File: config.mk
export PLATFORM = sky130hd
export DESIGN_NAME = ks_data_path_gen
export DESIGN_NICKNAME = d
export VERILOG_FILES = /design/src/rtl/ks_data_path_gen.sv
export SDC_FILE = /design/constraint.sdc
export NUM_CORES = 1
export LEC_CHECK = 0
export CAP_MARGIN = 30
export CORE_MARGIN = 5
export CORE_UTILIZATION = 40
export CTS_CLUSTER_SIZE = 14
export DETAILED_ROUTE_END_ITERATION = 10
export PLACE_DENSITY_LB_ADDON = 0.1
export SYNTH_ARGS = -nofsm -noshare
export SYNTH_HDL_FRONTEND = slang
export SYNTH_SLANG_ARGS = --single-unit
File: constraint.sdc
create_clock -name clk -period 8.5 [get_ports clk]
set_input_delay 0.85 -clock clk [delete_from_list [all_inputs] [get_ports clk]]
set_output_delay 0.85 -clock clk [all_outputs]
set_load 0.005 [all_outputs]
File: src/rtl/ks_data_path_gen.sv
// K&S processor datapath: IR, PC, register file, ALU with registered flags, return-address stack.
// Latency: IR/register/flag/PC/stack updates visible one cycle after the enabling edge; ram_addr and data_out are combinational.
// Backpressure: none; the control unit owns every enable, and stack overflow/underflow are absorbed and flagged.
//
// Ports:
//   clk, rst                   clock and synchronous active-high reset
//   ir_enable, pc_enable       IR load from data_in / PC update
//   branch, stack_push/pop     PC source selection and return-stack control
//   addr_sel, c_sel            ram_addr source / register write-data source
//   operation                  ALU function select
//   write_reg_enable           register file write of the decoded C register
//   flags_reg_enable           capture the ALU flags
//   data_in                    RAM read data
//   decoded_instruction        decoded IR
//   zero_op/neg_op/unsigned_overflow/signed_overflow   registered ALU flags
//   stack_overflow/stack_underflow/stack_level         return-stack status
//   ram_addr, data_out         RAM address and store data (R[a])

package k_and_s_pkg;
  typedef enum logic [4:0] {
    I_NOP, I_LOAD, I_STORE, I_MOVE,
    I_ADD, I_SUB, I_AND, I_OR, I_XOR, I_SHL, I_SHR,
    I_BRANCH, I_BZERO, I_BNEG, I_BOV, I_BNOV, I_BNNEG, I_BNZERO,
    I_CALL, I_RET, I_HALT
  } decoded_instruction_type;
endpackage

module ks_data_path_gen
  import k_and_s_pkg::*;
#(
  parameter int DATA_W      = 16,
  parameter int ADDR_W      = 5,
  parameter int REG_ADDR_W  = 2,
  parameter int STACK_DEPTH = 4
) (
  input  logic                             clk,
  input  logic                             rst,
  input  logic                             ir_enable,
  input  logic                             pc_enable,
  input  logic                             branch,
  input  logic                             stack_push,
  input  logic                             stack_pop,
  input  logic                             addr_sel,
  input  logic                             c_sel,
  input  logic [2:0]                       operation,
  input  logic                             write_reg_enable,
  input  logic                             flags_reg_enable,
  input  logic [DATA_W-1:0]                data_in,
  output decoded_instruction_type          decoded_instruction,
  output logic                             zero_op,
  output logic                             neg_op,
  output logic                             unsigned_overflow,
  output logic                             signed_overflow,
  output logic                             stack_overflow,
  output logic                             stack_underflow,
  output logic [$clog2(STACK_DEPTH+1)-1:0] stack_level,
  output logic [ADDR_W-1:0]                ram_addr,
  output logic [DATA_W-1:0]                data_out
);

  localparam int R     = REG_ADDR_W;
  localparam int NREG  = 2**R;
  localparam int M     = DATA_W - 1;
  localparam int LVL_W = $clog2(STACK_DEPTH+1);
  localparam int IDX_W = (STACK_DEPTH > 1) ? $clog2(STACK_DEPTH) : 1;

  logic [DATA_W-1:0] ir;
  logic [ADDR_W-1:0] pc;
  logic [DATA_W-1:0] regs [NREG];
  logic [ADDR_W-1:0] stack_mem [STACK_DEPTH];

  // ---------------------------------------------------------------- decode
  decoded_instruction_type dec;
  logic [R-1:0]      c_addr, a_addr, b_addr;
  logic [ADDR_W-1:0] addr;
  logic [7:0]        opcode;
  logic              unused_ir_bits;

  assign opcode = ir[M -: 8];
  // Some IR bits between the opcode and the operand fields are never decoded.
  assign unused_ir_bits = ^ir;

  always_comb begin
    dec    = I_NOP;
    c_addr = '0;
    a_addr = '0;
    b_addr = '0;
    addr   = '0;
    case (opcode)
      8'h81: begin dec = I_LOAD;  c_addr = ir[ADDR_W +: R]; addr = ir[ADDR_W-1:0]; end
      8'h82: begin dec = I_STORE; a_addr = ir[ADDR_W +: R]; addr = ir[ADDR_W-1:0]; end
      8'h91: begin dec = I_MOVE;  c_addr = ir[R +: R];      a_addr = ir[0 +: R];   end
      8'hA1, 8'hA2, 8'hA3, 8'hA4, 8'hA5, 8'hA6, 8'hA7: begin
        case (opcode[2:0])
          3'd1:    dec = I_ADD;
          3'd2:    dec = I_SUB;
          3'd3:    dec = I_AND;
          3'd4:    dec = I_OR;
          3'd5:    dec = I_XOR;
          3'd6:    dec = I_SHL;
          default: dec = I_SHR;
        endcase
        c_addr = ir[2*R +: R];
        a_addr = ir[R +: R];
        b_addr = ir[0 +: R];
      end
      8'h01: begin dec = I_BRANCH; addr = ir[ADDR_W-1:0]; end
      8'h02: begin dec = I_BZERO;  addr = ir[ADDR_W-1:0]; end
      8'h03: begin dec = I_BNEG;   addr = ir[ADDR_W-1:0]; end
      8'h05: begin dec = I_BOV;    addr = ir[ADDR_W-1:0]; end
      8'h06: begin dec = I_BNOV;   addr = ir[ADDR_W-1:0]; end
      8'h0A: begin dec = I_BNNEG;  addr = ir[ADDR_W-1:0]; end
      8'h0B: begin dec = I_BNZERO; addr = ir[ADDR_W-1:0]; end
      8'h07: begin dec = I_CALL;   addr = ir[ADDR_W-1:0]; end
      8'h08: dec = I_RET;
      8'hFF: dec = I_HALT;
      default: dec = I_NOP;
    endcase
  end

  assign decoded_instruction = dec;

  // ------------------------------------------------------------------- ALU
  logic [DATA_W-1:0] a_val, b_val, alu_res;
  logic [DATA_W:0]   sum;
  logic              alu_uov, alu_sov;

  assign a_val    = regs[a_addr];
  assign b_val    = regs[b_addr];
  assign data_out = a_val;

  always_comb begin
    sum     = '0;
    alu_res = a_val;
    alu_uov = 1'b0;
    alu_sov = 1'b0;
    case (operation)
      3'b000: begin
        sum     = {1'b0, a_val} + {1'b0, b_val};
        alu_res = sum[M:0];
        alu_uov = sum[DATA_W];
        alu_sov = (a_val[M] == b_val[M]) && (alu_res[M] != a_val[M]);
      end
      3'b001: begin
        // Carry-out of A + ~B + 1 is the inverted borrow.
        sum     = {1'b0, a_val} + {1'b0, ~b_val} + {{DATA_W{1'b0}}, 1'b1};
        alu_res = sum[M:0];
        alu_uov = ~sum[DATA_W];
        alu_sov = (a_val[M] != b_val[M]) && (alu_res[M] != a_val[M]);
      end
      3'b010: alu_res = a_val & b_val;
      3'b011: alu_res = a_val | b_val;
      3'b100: alu_res = a_val ^ b_val;
      3'b101: begin
        alu_res = {a_val[M-1:0], 1'b0};
        alu_uov = a_val[M];
        alu_sov = a_val[M] ^ a_val[M-1];
      end
      3'b110: begin
        alu_res = {1'b0, a_val[M:1]};
        alu_uov = a_val[0];
      end
      default: alu_res = a_val;
    endcase
  end

  // ------------------------------------------------------------ return stack
  logic             stack_empty, stack_full, do_push;
  logic [IDX_W-1:0] top_idx, push_idx;

  assign stack_empty = (stack_level == '0);
  assign stack_full  = (stack_level == LVL_W'(STACK_DEPTH));
  // A push coinciding with a pop is dropped; the pop wins.
  assign do_push     = stack_push && !stack_pop && !stack_full;
  assign top_idx     = IDX_W'(stack_level - LVL_W'(1));
  assign push_idx    = IDX_W'(stack_level);

  always_ff @(posedge clk) begin
    if (!rst && do_push)
      stack_mem[push_idx] <= pc;
  end

  // --------------------------------------------------------- state update
  always_ff @(posedge clk) begin
    if (rst) begin
      ir                <= '0;
      pc                <= '0;
      zero_op           <= 1'b0;
      neg_op            <= 1'b0;
      unsigned_overflow <= 1'b0;
      signed_overflow   <= 1'b0;
      stack_level       <= '0;
      stack_overflow    <= 1'b0;
      stack_underflow   <= 1'b0;
      for (int i = 0; i < NREG; i++)
        regs[i] <= '0;
    end else begin
      if (ir_enable)
        ir <= data_in;

      if (write_reg_enable)
        regs[c_addr] <= c_sel ? data_in : alu_res;

      if (flags_reg_enable) begin
        zero_op           <= (alu_res == '0);
        neg_op            <= alu_res[M];
        unsigned_overflow <= alu_uov;
        signed_overflow   <= alu_sov;
      end

      if (pc_enable) begin
        if (stack_pop) begin
          if (!stack_empty)
            pc <= stack_mem[top_idx];
        end else if (branch) begin
          pc <= addr;
        end else begin
          pc <= pc + ADDR_W'(1);
        end
      end

      if (stack_pop) begin
        if (stack_empty)
          stack_underflow <= 1'b1;
        else
          stack_level <= stack_level - LVL_W'(1);
      end else if (stack_push) begin
        if (stack_full)
          stack_overflow <= 1'b1;
        else
          stack_level <= stack_level + LVL_W'(1);
      end
    end
  end

  assign ram_addr = addr_sel ? addr : pc;

endmodule

==> results by group, run 1 <==
Finish
  • Post-route cell area: 0.01060 mm²
  • Ant diodes: 0
  • Final #Nets: 1178
  • Share of layout cells above drive strength 1: 0.07909
  • Fin util: 0.4684
  • Synth-to-layout area growth: 15.54%

Floorplanning
  • Core Box Area: around 0.023 mm²
  • Die width: 161.5 µm
  • Row count: 55
  • Die ar.: about 0.026 mm²
  • Initial core utilization: 0.4054
  • I/O pin count: 65
  • Die Ht: between 150 and 200 µm

Place
  • Gpl congestion: approximately 0.9
  • Area post-placement: around 0.01 mm²
  • Port Buffers: 64
  • Pre-CTS setup slack: between 2 and 2.5 ns
  • Hpwl dp: 21200 µm

CTS
  • Hold_buf cts: 0
  • Clock slew at reported path FFs: around 0.06 ns
  • Number of clock sinks: about 110
  • Htree depth: 4
  • CTS Buf Count: 17
  • CTS tree: built
  • Worst-skew pair later-pin latency: 0.41 ns
  • Number of post-CTS setup repair buffers: 0
  • Clk root buf: clkbuf_16
  • Clock Path Buffers: 2
  • Post-CTS sizing: 0

Power
  • Combinational Power Share: 0.259
  • Clock Power Share: 0.371
  • Switching Share: 0.3168
  • Power density over the cells: between 150 and 200 mW/mm²
  • Int Pwr: between 1 and 1.5 mW
  • Psw: approximately 580 µW
  • Leak: 4.443 nW
  • Max VDD drop: ~0.13 mV
  • Sequential fraction of design power: 0.369

Timing
  • Worst Max-Slew Pin Slew: roughly 1 ns
  • Max Clk Rate: about 0.15 GHz
  • Worst setup margin: 1.970 ns
  • Slew margin rel.: 0.3426
  • Worst Clk Skew: about 0.01 ns
  • Fin Hold WS: 0.4694 ns
  • Hold Vio Cnt, Final: 0
  • Setup-failing EPs final: 0
  • Final worst-path cycle share: 0.7683
  • RSZ-0062 raised after global routing: false
  • Setup TNS: 0 ns
  • Slew Viols, Final: 0
  • Post-layout min period: between 6 and 7 ns

Synthesis
  • #FFs+latches synth: approximately 110
  • Gate Count Post-Synth: 1055
  • Synth warnings: 0
  • Main synth FF type: edfxtp_1
  • Number of synthesized flops with an enable pin: 84
  • Sequential area share after synthesis: 0.3381
  • Synthesized area per cell: between 8 and 9 µm²
  • Mapped Area: between 0.009 and 0.01 mm²
  • Synth cell types: between 80 and 90
  • Synth top area cells: edfxtp_1, mux2i_1, ha_1
  • FFs w/ async S/R, synth: 0
  • Synth top area share: 0.2748
  • Synthesized Nets: 1146
  • Leading area contributor after synthesis: edfxtp_1

GRT
  • Total grt overflow: 0
  • Total track usage: 0.2200
  • First-pass GRT wire length: about 45000 µm
  • Initial antenna violation count: 0
  • Largest net degree at the start of global routing: 38
  • Vias in the first global route: roughly 7800

Worst setup path
  • Reg2Reg Depth: 18
  • CP max stage cell: dfxtp_1
  • CP delay by family, top: simple AND/OR/NAND/NOR gates
  • Crit Reg-Reg Startpoint: ir[8]$_SDFFE_PP0P_
  • End point of the critical path: zero_op$_SDFFE_PP0P_
  • Worst-path cell chain: nor4b_1 -> and3_1 -> or3_1 -> o211ai_1 -> o21ai_2 -> inv_1 -> ha_1 -> fa_1 -> a21o_1 -> a221oi_1 -> nor2_1 -> a211oi_1 -> o221ai_1 -> o32a_1 -> a2111oi_2 -> nand4_1 -> or4_1 -> nand2_1
  • CP endpoint kind: flip-flop
  • Crit path launch type: flip-flop
  • Worst r2r dst: zero_op$_SDFFE_PP0P_
  • Flop2flop setup slack: ~2 ns
  • Worst EP arrival: 6.89 ns
  • Critical Path Start: ir[8]$_SDFFE_PP0P_
  • Crit path depth: 18
  • CP bufs+invs: 1
  • CP max FO: 19
  • Critical Path RT: between 8 and 9 ns
  • Worst setup path class: flip-flop to flip-flop
  • CP peak stage delay: approximately 0.74 ns

Drt
  • Total number of vias: 8085
  • Via density: between 5 and 6
  • Residual DRC count: 0
  • ANT nets after route: 0
  • Final wirelength: around 29000 µm
  • Starting DRT DRC Count: approximately 620
  • First-pass iteration count of the detailed router: 8
  • WL/cell: 20.93 µm

Hold path
  • HP Class: flip-flop to flip-flop
  • Worst hold path stage count: 2

Run
  • Max-cap viol count: 0

Outcome
  • Status: complete, no violations
-- metal layers --
metal | global-route usage | routed length (µm)
met5 | 0 | 0
met2 | 0.3533 | 13290
met3 | 0.03036 | 2065
met4 | 0.05661 | 452
met1 | 0.3133 | 13180
-- power by group through the flow --
stage / Combinational [mW] / Clock (mW) / Sequential (mW)
6_report: 0.474 / 0.679 / 0.674
5_1_grt: 0.524 / 0.715 / 0.682
4_1_cts: 0.473 / 0.690 / 0.675
3_5_place_dp: 0.469 / 0 / 0.687
3_3_place_gp: 0.471 / 0 / 0.686
2_1_floorplan: 0.330 / 0 / 0.665
-- Yosys cell counts, types with 6 or more instances --
| library cell | number |
|---|---|
| and2_1 | 12 |
| a21oi_1 | 70 |
| ha_1 | 59 |
| nand2_1 | 98 |
| clkbuf_1 | 48 |
| a221oi_1 | 6 |
| o221ai_1 | 9 |
| o31ai_1 | 11 |
| edfxtp_1 | 84 |
| dfxtp_1 | 29 |
| mux2_2 | 10 |
| o22ai_1 | 9 |
| xnor2_1 | 13 |
| nor2_1 | 137 |
| o211ai_1 | 11 |
| nand2b_1 | 6 |
| nand3_1 | 20 |
| inv_1 | 69 |
| buf_1 | 8 |
| a21o_1 | 14 |
| a22oi_1 | 7 |
| nor2b_1 | 7 |
| and3_1 | 10 |
| a31oi_1 | 16 |
| o21ai_0 | 56 |
| nor3_1 | 23 |
| buf_2 | 6 |
| a211oi_1 | 11 |
| mux2i_1 | 88 |
-- worst min path at each step --
stage                                        start                             end
floorplan             stack_underflow$_SDFFE_PP0P_    stack_underflow$_SDFFE_PP0P_
global placement       stack_overflow$_SDFFE_PP0P_     stack_overflow$_SDFFE_PP0P_
detailed placement    stack_underflow$_SDFFE_PP0P_    stack_underflow$_SDFFE_PP0P_
CTS                 unsigned_overflow$_SDFFE_PP0P_  unsigned_overflow$_SDFFE_PP0P_
global route        unsigned_overflow$_SDFFE_PP0P_  unsigned_overflow$_SDFFE_PP0P_
finish              unsigned_overflow$_SDFFE_PP0P_  unsigned_overflow$_SDFFE_PP0P_
-- through the flow --
stage | cells | power (mW)
2_1_floorplan | 1055 | 0.9956
3_3_place_gp | 1351 | 1.157
3_5_place_dp | 1353 | 1.156
4_1_cts | 1385 | 1.838
5_1_grt | 1385 | 1.921
6_report | 1385 | 1.827
-- registers in the layout, summed over array words and instances, names as in the netlist --
name and flops:
pc 5, stack_underflow 1, signed_overflow 1, stack_mem 20, neg_op 1, ir 15, regs 64, unsigned_overflow 1
zero_op 1, stack_overflow 1, stack_level 3
-- layout make-up --
| cell class | count | area, µm² |
|---|---|---|
| Fill cell | 2225 | 12040 |
| Multi-Input combinational cell | 803 | 5508 |
| Sequential cell | 113 | 3103 |
| Timing Repair Buffer | 81 | 795.8 |
| Clock buffer | 19 | 442.9 |
| Tap cell | 285 | 356.6 |
| Inverter | 71 | 266.5 |
| Clock inverter | 13 | 131.4 |
-- cell usage in the layout (no fill, tap or decap), types with 7 or more instances in the layout --
cell             netlist  layout
nand2_1               98      98
clkinv_4               0       7
mux2i_1               88      88
mux2_2                10      10
o22ai_1                9       9
a211oi_1              11      11
nor3_1                23      22
a21oi_1               70      70
dfxtp_1               29      29
ha_1                  59      59
and2_1                12      12
nand3_1               20      20
a21o_1                14      14
nor2_1               137     137
clkbuf_16              0      17
clkdlybuf4s50_1        0      64
and3_1                10      10
o31ai_1               11      11
xnor2_1               13      13
buf_4                  0      15
a22oi_1                7       7
a31oi_1               16      16
edfxtp_1              84      84
inv_1                 69      69
o21ai_0               56      56
nor2b_1                7       7
o221ai_1               9       9
o211ai_1              11      11
-- kinds of logic (layout without fill, tap and decap cells) --
logic type,count (synthesis),in the layout,synth area share
fa+ha+maj,61,61,0.08480
buf+inv,139,184,0.06298
simple gates,344,344,0.1734
mux,106,106,0.1250
xor+xnor,14,14,0.01336
flops,113,113,0.3381
compound gates,278,278,0.2023
-- tightest hold or removal path: stages, from the launching register on --
cell and delay, ns:
dfxtp_1 0.31, nand2b_1 0.06, a21oi_1 0.06
Power figures use the tool's default switching activity.
==> inputs of run 2 (changes only) <==
==> constraint.sdc (replaced) <==
create_clock -name clk -period 6.2 [get_ports clk]
set_input_delay 0.62 -clock clk [delete_from_list [all_inputs] [get_ports clk]]
set_output_delay 0.62 -clock clk [all_outputs]
set_load 0.005 [all_outputs]
==> run 2 against run 1 <==
  * Flip-flop and latch count unchanged
  * Register-to-register slack got worse by 1.5 ns
  * Global-route usage increased by 0.29 points
  * Routed wire length increased by 1.9%
  * Total power increased by 41%
  * Fmax increased by 13%
  * Via count increased by 2.0%
  * Clock-buffer cell count decreased by 1
  * Worst setup slack got worse by 1.5 ns
  * Critical path depth increased by 2
  * Clock skew decreased by 0.0020 ns
  * Core utilization increased by 0.75 points
  * Critical endpoint is now regs[1][14]$_SDFFCE_PN0P_
  * Highest routed layer unchanged
==> results by group, run 2 (synthesis gave the netlist of run 1 again) <==
Power
  • Max VDD drop: between 0.15 and 0.2 mV
  • Power density over the cells: around 240 mW/mm²
  • Leak: 4.553 nW

Drt
  • ANT nets after route: 0
  • WL/cell: 21.00 µm
  • Via density: between 5 and 6
  • Starting DRT DRC Count: 540
  • First-pass iteration count of the detailed router: 5
  • Final wirelength: just under 30000 µm
  • Total number of vias: 8250
  • Residual DRC count: 0

Worst setup path
  • Critical Path RT: about 6.4 ns
  • Worst EP arrival: 5.93 ns
  • Worst setup path class: flip-flop to flip-flop
  • CP max FO: 12
  • Reg2Reg Depth: 20
  • Worst r2r dst: regs[1][14]$_SDFFCE_PN0P_
  • Crit Reg-Reg Startpoint: ir[12]$_SDFFE_PP0P_
  • Flop2flop setup slack: 0.42 ns
  • Crit path launch type: flip-flop
  • CP endpoint kind: flip-flop

Finish
  • Final #Nets: 1199
  • Largest Register: regs
  • Synth-to-layout area growth: 17.40%
  • Share of layout cells above drive strength 1: 0.09545
  • Post-route cell area: 0.01077 mm²
  • Commonest non-fill, non-tap cell in the layout: nor2_1
  • Most frequent cells in the layout: nor2_1, nand2_1, mux2i_1
  • Ant diodes: 0
  • Max reg flops: 64
  • Filler cells: 2182
  • Top flop regs: regs x64, stack_mem x20, ir x15

CTS
  • Number of clock sinks: about 110
  • Worst-skew pair later-pin latency: 0.41 ns
  • Htree depth: 4
  • Hold_buf cts: 0
  • Clock slew at reported path FFs: 0.06 ns
  • Number of post-CTS setup repair buffers: 0
  • CTS tree: built
  • CTS Buf Count: 17
  • Post-CTS sizing: 0
  • Clock Path Buffers: 2
  • Clk root buf: clkbuf_16

Hold path
  • HP Class: flip-flop to flip-flop
  • Worst Hold Launch: unsigned_overflow$_SDFFE_PP0P_
  • Hold EP: unsigned_overflow$_SDFFE_PP0P_
  • Worst hold path stage count: 2

Run
  • Max-cap viol count: 0

Place
  • Port Buffers: between 60 and 70
  • Pre-CTS setup slack: ~0.54 ns
  • Gpl congestion: ~0.9
  • Hpwl dp: around 22000 µm
  • Area post-placement: between 0.01 and 0.015 mm²

Timing
  • Worst setup margin: 0.4232 ns
  • Post-layout min period: 5.777 ns
  • Final worst-path cycle share: 0.9317
  • Slew Viols, Final: 0
  • Setup TNS: 0 ns
  • Setup-failing EPs final: 0
  • Slew margin rel.: 0.3684
  • Max Clk Rate: 0.1731 GHz
  • Worst Clk Skew: roughly 0.0078 ns
  • Worst Max-Slew Pin Slew: roughly 0.95 ns
  • Hold Vio Cnt, Final: 0
  • RSZ-0062 raised after global routing: false

GRT
  • M1 GR Usage: 0.3091
  • Routing usage on met2: 0.3558
  • Vias in the first global route: a little over 8000
  • Largest net degree at the start of global routing: 37
  • Global route hottest layer: met2
  • Total track usage: 0.2229
  • Grt met3 use: 0.03598
  • Total grt overflow: 0
  • First-pass GRT wire length: 46150 µm
  • Initial antenna violation count: 0

Floorplanning
  • Core Box Area: 0.02264 mm²
  • Die Ht: 161.5 µm
  • Initial core utilization: 0.4054
  • Die width: ~160 µm
  • Die ar.: about 0.026 mm²
  • I/O pin count: 65
  • Row count: 55

Outcome
  • Status: complete, no violations
run 2: cell count changes in the layout (fill, tap and decap cells not counted), sizes merged:
cell,previous run,this run
buf,17,38
bufinv,1,3
clkbuf,19,18
clkinv,8,9
inv,72,70
run 2: cell type report:
type / count / area (µm²) / area share
multi-input cells: 803 / 5508 / 0.5112
flip-flops and latches: 113 / 3103 / 0.2880
repair buffers: 102 / 944.7 / 0.08768
clock buffers: 18 / 429.2 / 0.03983
well taps: 285 / 356.6 / 0.03310
inverters: 71 / 266.5 / 0.02474
clock inverters: 14 / 166.4 / 0.01545
run 2: worst max path at each step:
stage	start	cells past startpoint	endpoint
after floorplan	ir[12]$_SDFFE_PP0P_	18	zero_op$_SDFFE_PP0P_
after global placement	ir[12]$_SDFFE_PP0P_	20	regs[2][10]$_SDFFCE_PN0P_
after detailed placement	ir[12]$_SDFFE_PP0P_	20	regs[2][14]$_SDFFCE_PN0P_
after CTS	ir[12]$_SDFFE_PP0P_	19	zero_op$_SDFFE_PP0P_
after global routing	ir[12]$_SDFFE_PP0P_	20	regs[1][15]$_SDFFCE_PN0P_
final	ir[12]$_SDFFE_PP0P_	20	regs[1][14]$_SDFFCE_PN0P_
run 2: power breakdown:
group | internal [mW] | switching (mW)
clock network | 0.629 | 0.353
logic | 0.290 | 0.390
registers | 0.868 | 0.0523
run 2: worst max-delay path, stage by stage, from the launching register on:
cell and delay (ns):
dfxtp_1 0.35, or3_4 0.41, or2_2 0.33, nor2_1 0.30, nand2_1 0.31, buf_4 0.33
mux2i_1 0.14, mux2i_1 0.22, inv_1 0.09, ha_1 0.49, nor2_1 0.10, a221oi_1 0.49
o21ai_0 0.20, a211oi_1 0.48, o31ai_1 0.19, and3_1 0.20, o32ai_1 0.27, buf_4 0.18
nor2_1 0.05, a21oi_1 0.28, nor2_1 0.08
run 2: through the flow:
step / util / instances / total power, mW / hold slack, ns
after floorplan: - / 1055 / 1.365 / 0.4604
after global placement: 0.4471 / 1369 / 1.607 / 0.4627
after detailed placement: 0.4496 / 1374 / 1.609 / 0.4596
after CTS: 0.4759 / 1406 / 2.592 / 0.4709
after global routing: 0.4759 / 1406 / 2.706 / 0.5131
final: 0.4759 / 1406 / 2.584 / 0.4735
run 2: routing by layer:
layer / up-vias / routed length [µm] / part of all wire
met1: 3929 / 13480 / 0.46
met3: 53 / 2007 / 0.068
met5: - / 0 / 0
met2: 321 / 13410 / 0.45
li1: 3947 / - / -
met4: 0 / 627 / 0.021
